[config.mk]
export PLATFORM = sky130hd
export DESIGN_NAME = axi_sram_arbiter
export DESIGN_NICKNAME = d
export VERILOG_FILES = /design/src/rtl/axi_sram_arbiter_pkg.sv /design/src/rtl/axi_sram_arbiter_wstrb_gen.sv /design/src/rtl/axi_sram_arbiter.sv
export SDC_FILE = /design/constraint.sdc
export NUM_CORES = 1
export LEC_CHECK = 0
export BUFFER_PORTS_ARGS = -buffer_cell sky130_fd_sc_hd__buf_2
export CORE_AREA = 2 2 107 109
export CTS_CLUSTER_DIAMETER = 150
export DETAILED_ROUTE_END_ITERATION = 7
export DIE_AREA = 0 0 109 111
export GPL_ROUTABILITY_DRIVEN = 0
export GPL_TIMING_DRIVEN = 0
export PLACE_DENSITY_LB_ADDON = 0.12
export SLEW_MARGIN = 20
export SYNTH_ARGS = -nofsm -noshare
export SYNTH_HDL_FRONTEND = slang
export SYNTH_SLANG_ARGS = --single-unit
[constraint.sdc]
create_clock -name clk -period 4.7 [get_ports clk]
set_input_delay 1.175 -clock clk [delete_from_list [all_inputs] [get_ports clk]]
set_output_delay 1.175 -clock clk [all_outputs]
set_load 0.02 [all_outputs]
[src/rtl/axi_sram_arbiter_pkg.sv]
// Shared encodings for the two-requester SRAM-port arbiter: FSM states, owner ids and access size codes.
package axi_sram_arbiter_pkg;

    typedef enum logic [1:0] {
        ARB_IDLE = 2'd0,
        ARB_REQ  = 2'd1,
        ARB_RESP = 2'd2
    } arb_state_t;

    localparam logic OWN_INST = 1'b0;
    localparam logic OWN_DATA = 1'b1;

    localparam logic [1:0] SIZE_BYTE = 2'd0;
    localparam logic [1:0] SIZE_HALF = 2'd1;
    localparam logic [1:0] SIZE_WORD = 2'd2;

endpackage

[src/rtl/axi_sram_arbiter_wstrb_gen.sv]
// Combinational byte-strobe generator: maps access size and low address bits to a 4-lane strobe.
module wstrb_gen
    import axi_sram_arbiter_pkg::*;
(
    input  logic       wr,
    input  logic [1:0] size,
    input  logic [1:0] addr_lo,
    output logic [3:0] strb
);

    always_comb begin
        strb = 4'b0000;
        if (wr) begin
            case (size)
                SIZE_BYTE: strb = 4'b0001 << addr_lo;
                SIZE_HALF: strb = 4'b0011 << {addr_lo[1], 1'b0};
                // size 3 is illegal and is treated as a full word
                default:   strb = 4'b1111;
            endcase
        end
    end

endmodule

[src/rtl/axi_sram_arbiter.sv]
// Arbitrates the bridge's SRAM-like port between fetch and load/store, one transaction outstanding.
// Optional macro ARB_ROUND_ROBIN_EN: alternate grants on simultaneous requests instead of data-first.
module axi_sram_arbiter
    import axi_sram_arbiter_pkg::*;
#(
    parameter int ADDR_W = 32,
    parameter int DATA_W = 32
) (
    input  logic                clk,
    input  logic                resetn,
    input  logic                inst_req,
    input  logic [ADDR_W-1:0]   inst_addr,
    output logic                inst_addr_ok,
    output logic                inst_data_ok,
    output logic [DATA_W-1:0]   inst_rdata,
    input  logic                data_req,
    input  logic                data_wr,
    input  logic [1:0]          data_size,
    input  logic [ADDR_W-1:0]   data_addr,
    input  logic [DATA_W-1:0]   data_wdata,
    output logic                data_addr_ok,
    output logic                data_data_ok,
    output logic [DATA_W-1:0]   data_rdata,
    output logic                bus_req,
    output logic                bus_wr,
    output logic [1:0]          bus_size,
    output logic [ADDR_W-1:0]   bus_addr,
    output logic [DATA_W-1:0]   bus_wdata,
    output logic [DATA_W/8-1:0] bus_wstrb,
    input  logic                bus_addr_ok,
    input  logic                bus_data_ok,
    input  logic [DATA_W-1:0]   bus_rdata,
    output logic                stallreq_from_outside
);

    localparam int STRB_W = DATA_W / 8;

    arb_state_t          state_reg, state_next;
    logic                owner_reg;
    logic                wr_reg;
    logic [1:0]          size_reg;
    logic [ADDR_W-1:0]   addr_reg;
    logic [DATA_W-1:0]   wdata_reg;
    logic [STRB_W-1:0]   wstrb_reg;

    logic                any_req;
    logic                grant_data;
    logic                data_first;
    logic                sel_wr;
    logic [1:0]          sel_size;
    logic [ADDR_W-1:0]   sel_addr;
    logic [DATA_W-1:0]   sel_wdata;
    logic [3:0]          sel_strb;
    logic                in_idle, in_req, in_resp, resp_done;

`ifdef ARB_ROUND_ROBIN_EN
    logic                last_owner_reg;
    assign data_first = (last_owner_reg == OWN_INST);
`else
    assign data_first = 1'b1;
`endif

    assign in_idle    = (state_reg == ARB_IDLE);
    assign in_req     = (state_reg == ARB_REQ);
    assign in_resp    = (state_reg == ARB_RESP);
    assign resp_done  = in_resp & bus_data_ok;
    assign any_req    = inst_req | data_req;
    assign grant_data = data_req & (~inst_req | data_first);

    // Fetches are always word reads, so only the data port contributes wr/size/wdata.
    assign sel_wr    = grant_data ? data_wr    : 1'b0;
    assign sel_size  = grant_data ? data_size  : SIZE_WORD;
    assign sel_addr  = grant_data ? data_addr  : inst_addr;
    assign sel_wdata = grant_data ? data_wdata : '0;

    wstrb_gen u_wstrb_gen (
        .wr      (sel_wr),
        .size    (sel_size),
        .addr_lo (sel_addr[1:0]),
        .strb    (sel_strb)
    );

    always_comb begin
        state_next = state_reg;
        case (state_reg)
            ARB_IDLE: if (any_req)     state_next = ARB_REQ;
            ARB_REQ:  if (bus_addr_ok) state_next = ARB_RESP;
            ARB_RESP: if (bus_data_ok) state_next = ARB_IDLE;
            default:                   state_next = ARB_IDLE;
        endcase
    end

    always_ff @(posedge clk or negedge resetn) begin
        if (!resetn) begin
            state_reg <= ARB_IDLE;
            owner_reg <= OWN_INST;
            wr_reg    <= 1'b0;
            size_reg  <= 2'd0;
            addr_reg  <= '0;
            wdata_reg <= '0;
            wstrb_reg <= '0;
        end else begin
            state_reg <= state_next;
            if (in_idle && any_req) begin
                owner_reg <= grant_data ? OWN_DATA : OWN_INST;
                wr_reg    <= sel_wr;
                size_reg  <= sel_size;
                addr_reg  <= sel_addr;
                wdata_reg <= sel_wdata;
                wstrb_reg <= STRB_W'(sel_strb);
            end
        end
    end

`ifdef ARB_ROUND_ROBIN_EN
    always_ff @(posedge clk or negedge resetn) begin
        if (!resetn)
            last_owner_reg <= OWN_INST;
        else if (resp_done)
            last_owner_reg <= owner_reg;
    end
`endif

    // Input-driven outputs are masked by resetn so every output reads 0 while reset is held.
    assign inst_addr_ok = resetn & in_idle & any_req & ~grant_data;
    assign data_addr_ok = resetn & in_idle & grant_data;
    assign inst_data_ok = resetn & resp_done & (owner_reg == OWN_INST);
    assign data_data_ok = resetn & resp_done & (owner_reg == OWN_DATA);
    assign inst_rdata   = inst_data_ok ? bus_rdata : '0;
    assign data_rdata   = data_data_ok ? bus_rdata : '0;

    assign bus_req   = in_req;
    assign bus_wr    = wr_reg;
    assign bus_size  = size_reg;
    assign bus_addr  = addr_reg;
    assign bus_wdata = wdata_reg;
    assign bus_wstrb = wstrb_reg;

    assign stallreq_from_outside = resetn &
        ((in_idle & any_req) | in_req | (in_resp & ~bus_data_ok));

endmodule

==> reports/results.txt, run 1 <==
Status = completed
# setup viols final = 0
Delay of the slowest critical-path stage = 410 ps
R2R Setup Slk = 3000 ps
Area Overhead vs Synth = 51.9%
Post-Syn Nets = 424
Library cells used by synthesis = 28
Sequential share of the synthesized area = 0.507
Final setup margin = 704 ps
RSZ-0062 raised after global routing = false
Crit start category = input pin
TritonCTS Buffers = 9
Fmax achieved = 250 MHz
#FFs+latches synth = 74
DP Worst Slack = 631 ps
Max Slew Vio Count = 0
Fin crit period = 4000 ps
1st-iter DRT viols = 115
Worst hold path type = flip-flop to flip-flop
Hpwl dp = 8760 um
Synth warnings = 0
DRC = 0
Cell Area, Placed = 5240 um^2
Initial antenna violation count = 0
Crit end category = output pin
R2R Path Start = state_reg[0]
CTS max path bufs = 2
Final hold viol count = 0
Crit path capture = data_rdata[21]
CP Cell Sequence = buf_4 > nand3_1 > nor3b_2 > clkbuf_1 > and2_1 > buf_2
ANT cells = 0
Die height = 111 um
Root Driver = clkbuf_16
Die ar. = 12100 um^2
Mapped cell area = 3650 um^2
Layout filler cell count = 1068
Top cells by area, synth = dfrtp_1 (51%), and2_1 (11%), mux2_2 (11%), a22o_1 (8.2%), mux2_4 (6.2%)
Final nets = 713
Worst r2r path cells = 5
Post-DRT Antenna Nets = 0
CP Data Required Time = 3520 ps
Post-synth EDFFs = 0
Clk_skew = 7.03 ps
Number of vias per cell = 4.57
Die span in x = 109 um
PwrDens = 595 nW/um^2
Clk slew on worst S/H paths = 60 ps
# port buffers = 277
Post-route cell area = 5540 um^2
Leakage = 3.07 nW
Main synth FF type = dfrtp_1
Max rail drop VDD = 0.313 mV
Crit path arrival time = 2820 ps
Crit path max fanout = 39
Vias in the first global route = 3358
CTS tree = built
Pin count of the biggest net entering global routing = 41
Postcts setup bufs = 0
Avg Inst Size Synth = 12.7 um^2
CTS Hold Bufs = 0
Final wirelength = 11100 um
Drt first pass iters = 4
Top-area cell type share of the netlist area = 0.507
Worst-skew pair later-pin latency = 330 ps
Core Footprint = 11100 um^2
Actual slew at the worst max-slew pin = 557 ps
Fraction of registers with async set/reset = 1.00
Starting Density = 0.330
DR vias = 3311
Max_cap viols = 0
Top cells by count, synth = dfrtp_1 (74), and2_1 (65), mux2_2 (36)
First-pass GRT wire length = 17100 um
Max stage delay cell, worst path = buf_4
R2R Path End = bus_wstrb[1]
Count leader, synth = dfrtp_1
Rows = 39
Crit. Startpoint = resetn
Mapped Cells = 287
Avg WL per Cell = 15.3 um
Worst slew margin = 0.629
Post-synth top area cell = dfrtp_1
H-Tree Depth = 3
IO Pins = 278
Tot Pwr = 3.30 mW
Final period utilization = 0.850
GR Overflow Total = 0
Clock sinks = 74
Total track usage = 0.184
Layout cell share with drive strength beyond 1 = 0.613
PostCTS Resize Cnt = 0
Crit path kind = input pin to output pin
==> kinds of logic after synthesis <==
| logic type | synth area share |
|---|---|
| flops | 0.507 |
| simple gates | 0.139 |
| compound gates | 0.107 |
| buf+inv | 0.0343 |
| mux | 0.213 |
==> area by class of cell <==
type | count | area [um^2] | share of cell area
Timing Repair Buffer | 278 | 1410 | 0.254
Sequential cell | 74 | 1850 | 0.334
Multi-Input combinational cell | 189 | 1670 | 0.302
Clock inverter | 4 | 48.8 | 0.00880
Tap cell | 143 | 179 | 0.0323
Buffer | 22 | 118 | 0.0212
Clock buffer | 12 | 256 | 0.0463
Inverter | 2 | 7.51 | 0.00135
==> layer usage <==
metal,vias to the layer above,wire (um),GRT usage
met5,-,0,0
met2,154,5620,0.325
li1,1593,-,-
met1,1555,4340,0.210
met4,0,136,0.0581
met3,9,964,0.0553
==> power breakdown <==
part	internal (mW)	switching, mW
Clock	0.440	0.255
Combinational	0.659	0.857
Sequential	0.932	0.154
Total	2.03	1.27
==> stage by stage <==
step | util | TNS [ps] | hold WS (ps) | cells
3_5_place_dp | 0.473 | 0 | 468 | 708
2_1_floorplan | - | 0 | 482 | 287
5_1_grt | 0.501 | 0 | 498 | 724
6_report | 0.501 | 0 | 478 | 724
3_3_place_gp | 0.471 | -19300 | 465 | 707
4_1_cts | 0.501 | 0 | 482 | 724
==> critical path: cells and delay by family <==
kind / cells / cell delay (ps)
and+or+nand+nor: 3 / 730
buffers and inverters: 3 / 890
==> cell usage in the layout (no fill, tap or decap), drive strengths merged, types with 2 or more instances in the layout <==
| master | n |
|---|---|
| a21o | 2 |
| o21ai | 2 |
| nand3 | 3 |
| mux2 | 64 |
| nor3b | 3 |
| inv | 3 |
| nor2 | 2 |
| a22o | 34 |
| clkinv | 2 |
| and2 | 65 |
| clkbuf | 25 |
| o2bb2ai | 4 |
| buf | 287 |
| dfrtp | 74 |
==> how the worst min path moves through the flow <==
stage	endpoint	slack (ps)	cells after the start	from
2_1_floorplan	owner_reg	480	1	owner_reg
3_3_place_gp	bus_addr[30]	460	1	bus_addr[30]
3_5_place_dp	bus_wstrb[1]	470	1	bus_wstrb[1]
4_1_cts	bus_addr[23]	480	1	bus_addr[23]
5_1_grt	bus_addr[23]	500	1	bus_addr[23]
6_report	bus_addr[23]	480	1	bus_addr[23]
(Power assumes the default switching activity.)
==> run 2, diff against run 1 <==
BUFFER_PORTS_ARGS = -buffer_cell sky130_fd_sc_hd__clkbuf_2   (was -buffer_cell sky130_fd_sc_hd__buf_2)
CORE_AREA = 2 2 106 108   (was 2 2 107 109)
DIE_AREA = 0 0 108 110   (was 0 0 109 111)
SYNTH_HIERARCHICAL = 1   (was unset)
==> run 2 against run 1 <==
Against the previous run:
- register-to-register slack improved by 170 ps
- clock power decreased by 24%
- hold slack improved by 15 ps
- power decreased by 6.4%
- global-route usage decreased by 0.073 points
- die area decreased by 1.8%
- highest routed layer unchanged
==> reports/results.txt, run 2 <==
Fin crit period = 4060 ps
Sum Neg Setup Slack = 0 ps
H-Tree Depth = 3
Crit path arrival time = 2880 ps
R2R Path Start = state_reg[0]
Hpwl dp = 8780 um
CTS Hold Bufs = 0
R2R Setup Slk = 3170 ps
Leakage = 3.02 nW
Number of vias per cell = 4.66
TritonCTS Buffers = 9
Worst slew margin = 0.634
IO Pins = 278
Postcts setup bufs = 0
Fraction of registers with async set/reset = 1.00
Die span in x = 108 um
Main synth FF type = dfrtp_1
Actual slew at the worst max-slew pin = 549 ps
#FFs+latches synth = 74
Cell-internal power = 1.80 mW
Drt first pass iters = 4
Initial antenna violation count = 0
DR vias = 3394
Layout cell share with drive strength beyond 1 = 0.604
R2R Path End = bus_addr[21]
Most frequent cells in the layout = clkbuf_2 (276), dfrtp_1 (74), and2_1 (67)
Max rail drop VDD = 0.346 mV
Clock sinks = 74
Area Overhead vs Synth = 48.6%
Top cells by count, synth = dfrtp_1 (74), and2_1 (67), mux2_2 (37)
Sw Ratio = 0.415
Fmax achieved = 246 MHz
Most common library cell in the layout ignoring fill and taps = clkbuf_2
Synth warnings = 6
Final nets = 720
CP Data Required Time = 3520 ps
Clk slew on worst S/H paths = 90 ps
1st-iter DRT viols = 111
Rows = 38
GR Overflow Total = 0
Worst r2r path cells = 4
CTS max path bufs = 2
Max_cap viols = 0
Avg Inst Size Synth = 12.5 um^2
Mapped Cells = 294
Vias in the first global route = 3397
Die ar. = 11900 um^2
# port buffers = 277
Post-synth top area cell = dfrtp_1
Worst hold path depth = 1
CTS tree = built
Min-delay src = bus_wstrb[1]
Sequential share of power = 0.355
# setup viols final = 0
PwrDens = 564 nW/um^2
Die height = 110 um
Register area = 1850 um^2
Final hold viol count = 0
Post-Syn Nets = 431
Clk_skew = 10.5 ps
Comb power frac = 0.474
Net Sw Power = 1.28 mW
Count leader, synth = dfrtp_1
Crit end category = output pin
Top cells by area, synth = dfrtp_1 (50%), and2_1 (11%), mux2_2 (11%), mux2_1 (9.5%), a22o_1 (8.1%)
Pin count of the biggest net entering global routing = 41
PostCTS Resize Cnt = 0
Mapped cell area = 3680 um^2
Starting Density = 0.344
Clk pwr share = 0.171
Worst hold path type = flip-flop to flip-flop
Final setup margin = 642 ps
Multi-input gate area = 1660 um^2
DP Worst Slack = 590 ps
Status = completed
Post-DRT Antenna Nets = 0
RSZ-0062 raised after global routing = false
Root Driver = clkbuf_8
DRC = 0
Library cells used by synthesis = 25
Crit start category = input pin
Sequential share of the synthesized area = 0.503
Crit path kind = input pin to output pin
Layout filler cell count = 1024
Max Slew Vio Count = 0
Hold path endpoint = bus_wstrb[1]
ANT cells = 0
Worst-skew pair later-pin latency = 370 ps
Final wirelength = 11000 um
Top-area cell type share of the netlist area = 0.503
Avg WL per Cell = 15.1 um
Final period utilization = 0.863
Core Footprint = 10700 um^2
Crit path max fanout = 40
Total track usage = 0.183
Final Core Density = 0.512
First-pass GRT wire length = 16700 um
Post-synth EDFFs = 0
[run 2: cell types whose count changed after synthesis, moves of 3 or more]
cell,delta
o2bb2ai_1,-4
buf_6,+4
mux2_1,+18
nand3_1,-3
buf_2,+4
mux2_4,-15
nand2_1,+4
o21ai_1,+5
clkbuf_1,-11
[run 2: power groups by stage]
stage	clock (mW)	sequential, mW	combinational, mW
floorplan	0	1.44	0.605
global placement	0	1.10	1.47
detailed placement	0	1.11	1.48
CTS	0.544	1.10	1.49
global route	0.575	1.14	1.58
finish	0.528	1.10	1.46
[run 2: layout make-up]
| type | instances | area share |
|---|---|---|
| buffer | 21 | 0.0286 |
| tap | 140 | 0.0320 |
| timing repair buffer | 278 | 0.257 |
| inverter | 3 | 0.00206 |
| multi-input combinational | 196 | 0.304 |
| clock inverter | 7 | 0.0151 |
| clock buffer | 9 | 0.0226 |
| sequential | 74 | 0.338 |
[run 2: cell families after synthesis]
group	Yosys count	share of synthesized area
flip-flops	74	0.503
multiplexers	68	0.208
AND/OR/NAND/NOR	84	0.145
buffers and inverters	24	0.0455
AO/OA/AOI/OAI	44	0.0982
[run 2: per-stage QoR]
stage	area (um^2)	cells	hold slack (ps)	power (mW)
6_report	5470	728	493	3.09
5_1_grt	5470	728	517	3.29
4_1_cts	5470	728	501	3.13
3_5_place_dp	5270	712	480	2.59
3_3_place_gp	5240	711	474	2.57
2_1_floorplan	3680	294	522	2.05
[run 2: worst max path at each step]
stage / cells after the start / endpoint / slack (ps) / start
floorplan: 4 / data_rdata[16] / 1470 / resetn
global placement: 6 / inst_rdata[15] / -490 / resetn
detailed placement: 6 / inst_rdata[15] / 590 / resetn
CTS: 6 / inst_rdata[15] / 580 / resetn
global route: 6 / inst_rdata[15] / 390 / resetn
finish: 6 / inst_rdata[15] / 640 / resetn
[run 2: routing by layer]
metal  global-route usage  routed length [um]
met4               0.0632                 181
met3               0.0576                 864
met2                0.335                5700
met1                0.202                4240
met5                    0                   0
[run 2: critical path: stages]
cell	delay, ps
clkbuf_4	460
nand2_1	190
nor4b_4	360
clkbuf_1	310
and2_1	180
clkbuf_2	180
==> run 3, diff against run 2 <==
CORE_AREA = unset   (was 2 2 106 108)
CORE_MARGIN = 2   (was unset)
CORE_UTILIZATION = 30   (was unset)
DIE_AREA = unset   (was 0 0 108 110)
==> run 3 against run 2 <==
Against the previous run:
- final cell count is 0.96% higher
- hold slack improved by 0.77 ps
- sequential share of layout area decreased by 0.74 points
- power increased by 6.3%
- maximum frequency is 3.9% lower
- sequential cell count is the same
- wire length rose by 0.87%
- critical path type unchanged
- critical endpoint is now inst_rdata[16]
==> reports/results.txt, run 3 (synthesis results as in run 2) <==
Status = completed
Layout cell share with drive strength beyond 1 = 0.604
RSZ-0062 raised after global routing = false
DRC = 0
Final period utilization = 0.899
Die span in x = 115 um
# setup viols final = 0
GR Overflow Total = 0
Total track usage = 0.165
CTS Hold Bufs = 0
Cell-internal power = 1.98 mW
Clk_skew = 5.74 ps
Most frequent cells in the layout = clkbuf_2 (276), dfrtp_1 (74), and2_1 (67)
Crit end category = output pin
Avg WL per Cell = 15.1 um
Clock sinks = 74
Comb power frac = 0.448
TritonCTS Buffers = 9
CTS max path bufs = 2
Core Footprint = 12000 um^2
Die ar. = 13200 um^2
H-Tree Depth = 3
Max rail drop VDD = 0.291 mV
Max Slew Vio Count = 0
Postcts setup bufs = 0
Final nets = 720
Crit path max fanout = 52
DR vias = 3337
Vias in the first global route = 3317
Actual slew at the worst max-slew pin = 475 ps
R2R Setup Slk = 3170 ps
IO Pins = 278
Cell Area, Placed = 5280 um^2
Sw Ratio = 0.395
CTS tree = built
Area Overhead vs Synth = 52.0%
Sum Neg Setup Slack = 0 ps
Post-DRT Antenna Nets = 0
Rows = 40
Die height = 115 um
DP Worst Slack = 396 ps
Final hold viol count = 0
Post-Layout Cell Count = 735
ANT cells = 0
Worst-skew pair later-pin latency = 330 ps
Max_cap viols = 0
Sequential share of power = 0.335
Starting Density = 0.307
Worst slew margin = 0.683
Final setup margin = 476 ps
Initial antenna violation count = 0
Crit start category = input pin
Clk slew on worst S/H paths = 60 ps
Fin crit period = 4220 ps
Crit path arrival time = 3050 ps
Root Driver = clkbuf_16
Fmax achieved = 237 MHz
Crit path kind = input pin to output pin
Placed instance count = 719
1st-iter DRT viols = 96
Pin count of the biggest net entering global routing = 53
PostCTS Resize Cnt = 0
Final wirelength = 11100 um
Number of vias per cell = 4.54
Most common library cell in the layout ignoring fill and taps = clkbuf_2
Net Sw Power = 1.30 mW
CP Data Required Time = 3520 ps
# port buffers = 277
Hpwl dp = 8900 um
PwrDens = 586 nW/um^2
Leakage = 3.07 nW
Worst hold path type = flip-flop to flip-flop
Drt first pass iters = 4
First-pass GRT wire length = 16800 um
Post-route cell area = 5600 um^2
Tot Pwr = 3.28 mW
Clk pwr share = 0.216
==> run 3: worst paths after layout <==
check	start	endpoint	cells after the start
setup reg to reg	state_reg[0]	bus_addr[5]	4
hold reg to reg	bus_addr[9]	bus_addr[9]	1
max in group asynchronous	resetn	bus_addr[8]	2
hold / removal	bus_addr[9]	bus_addr[9]	1
setup / recovery	resetn	inst_rdata[16]	7
min in group asynchronous	resetn	bus_wdata[10]	1
==> run 3: cell type report <==
| cell class | count | area [um^2] |
|---|---|---|
| Clock inverter | 6 | 73.8 |
| Timing Repair Buffer | 278 | 1420 |
| Buffer | 21 | 156 |
| Tap cell | 147 | 184 |
| Sequential cell | 74 | 1850 |
| Fill cell | 1180 | 6420 |
| Clock buffer | 10 | 239 |
| Multi-Input combinational cell | 196 | 1660 |
| Inverter | 3 | 11.3 |
==> run 3: through the flow <==
step / hold slack [ps] / utilization
finish: 493 / 0.466
floorplan: 522 / -
CTS: 498 / 0.466
global placement: 473 / 0.437
global route: 512 / 0.466
detailed placement: 481 / 0.440
==> run 3: worst max-delay path, stage by stage <==
cell and delay [ps]:
clkbuf_4 360, buf_16 300, nand2_1 140, nor4b_4 360
clkbuf_1 310, and2_1 190, clkbuf_2 170
==> run 3: power by group through the flow <==
stage          clock network [mW]  registers [mW]  logic [mW]
3_3_place_gp                    0            1.10        1.48
6_report                    0.710            1.10        1.47
3_5_place_dp                    0            1.11        1.50
2_1_floorplan                   0            1.44       0.605
4_1_cts                     0.730            1.10        1.50
5_1_grt                     0.760            1.14        1.59
==> run 3: metal layers <==
layer	share of wire	up-vias	GRT usage
met5	0	-	0
met4	0.016	0	0.0490
met3	0.080	13	0.0490
met2	0.51	162	0.292
met1	0.39	1550	0.195
li1	-	1612	-
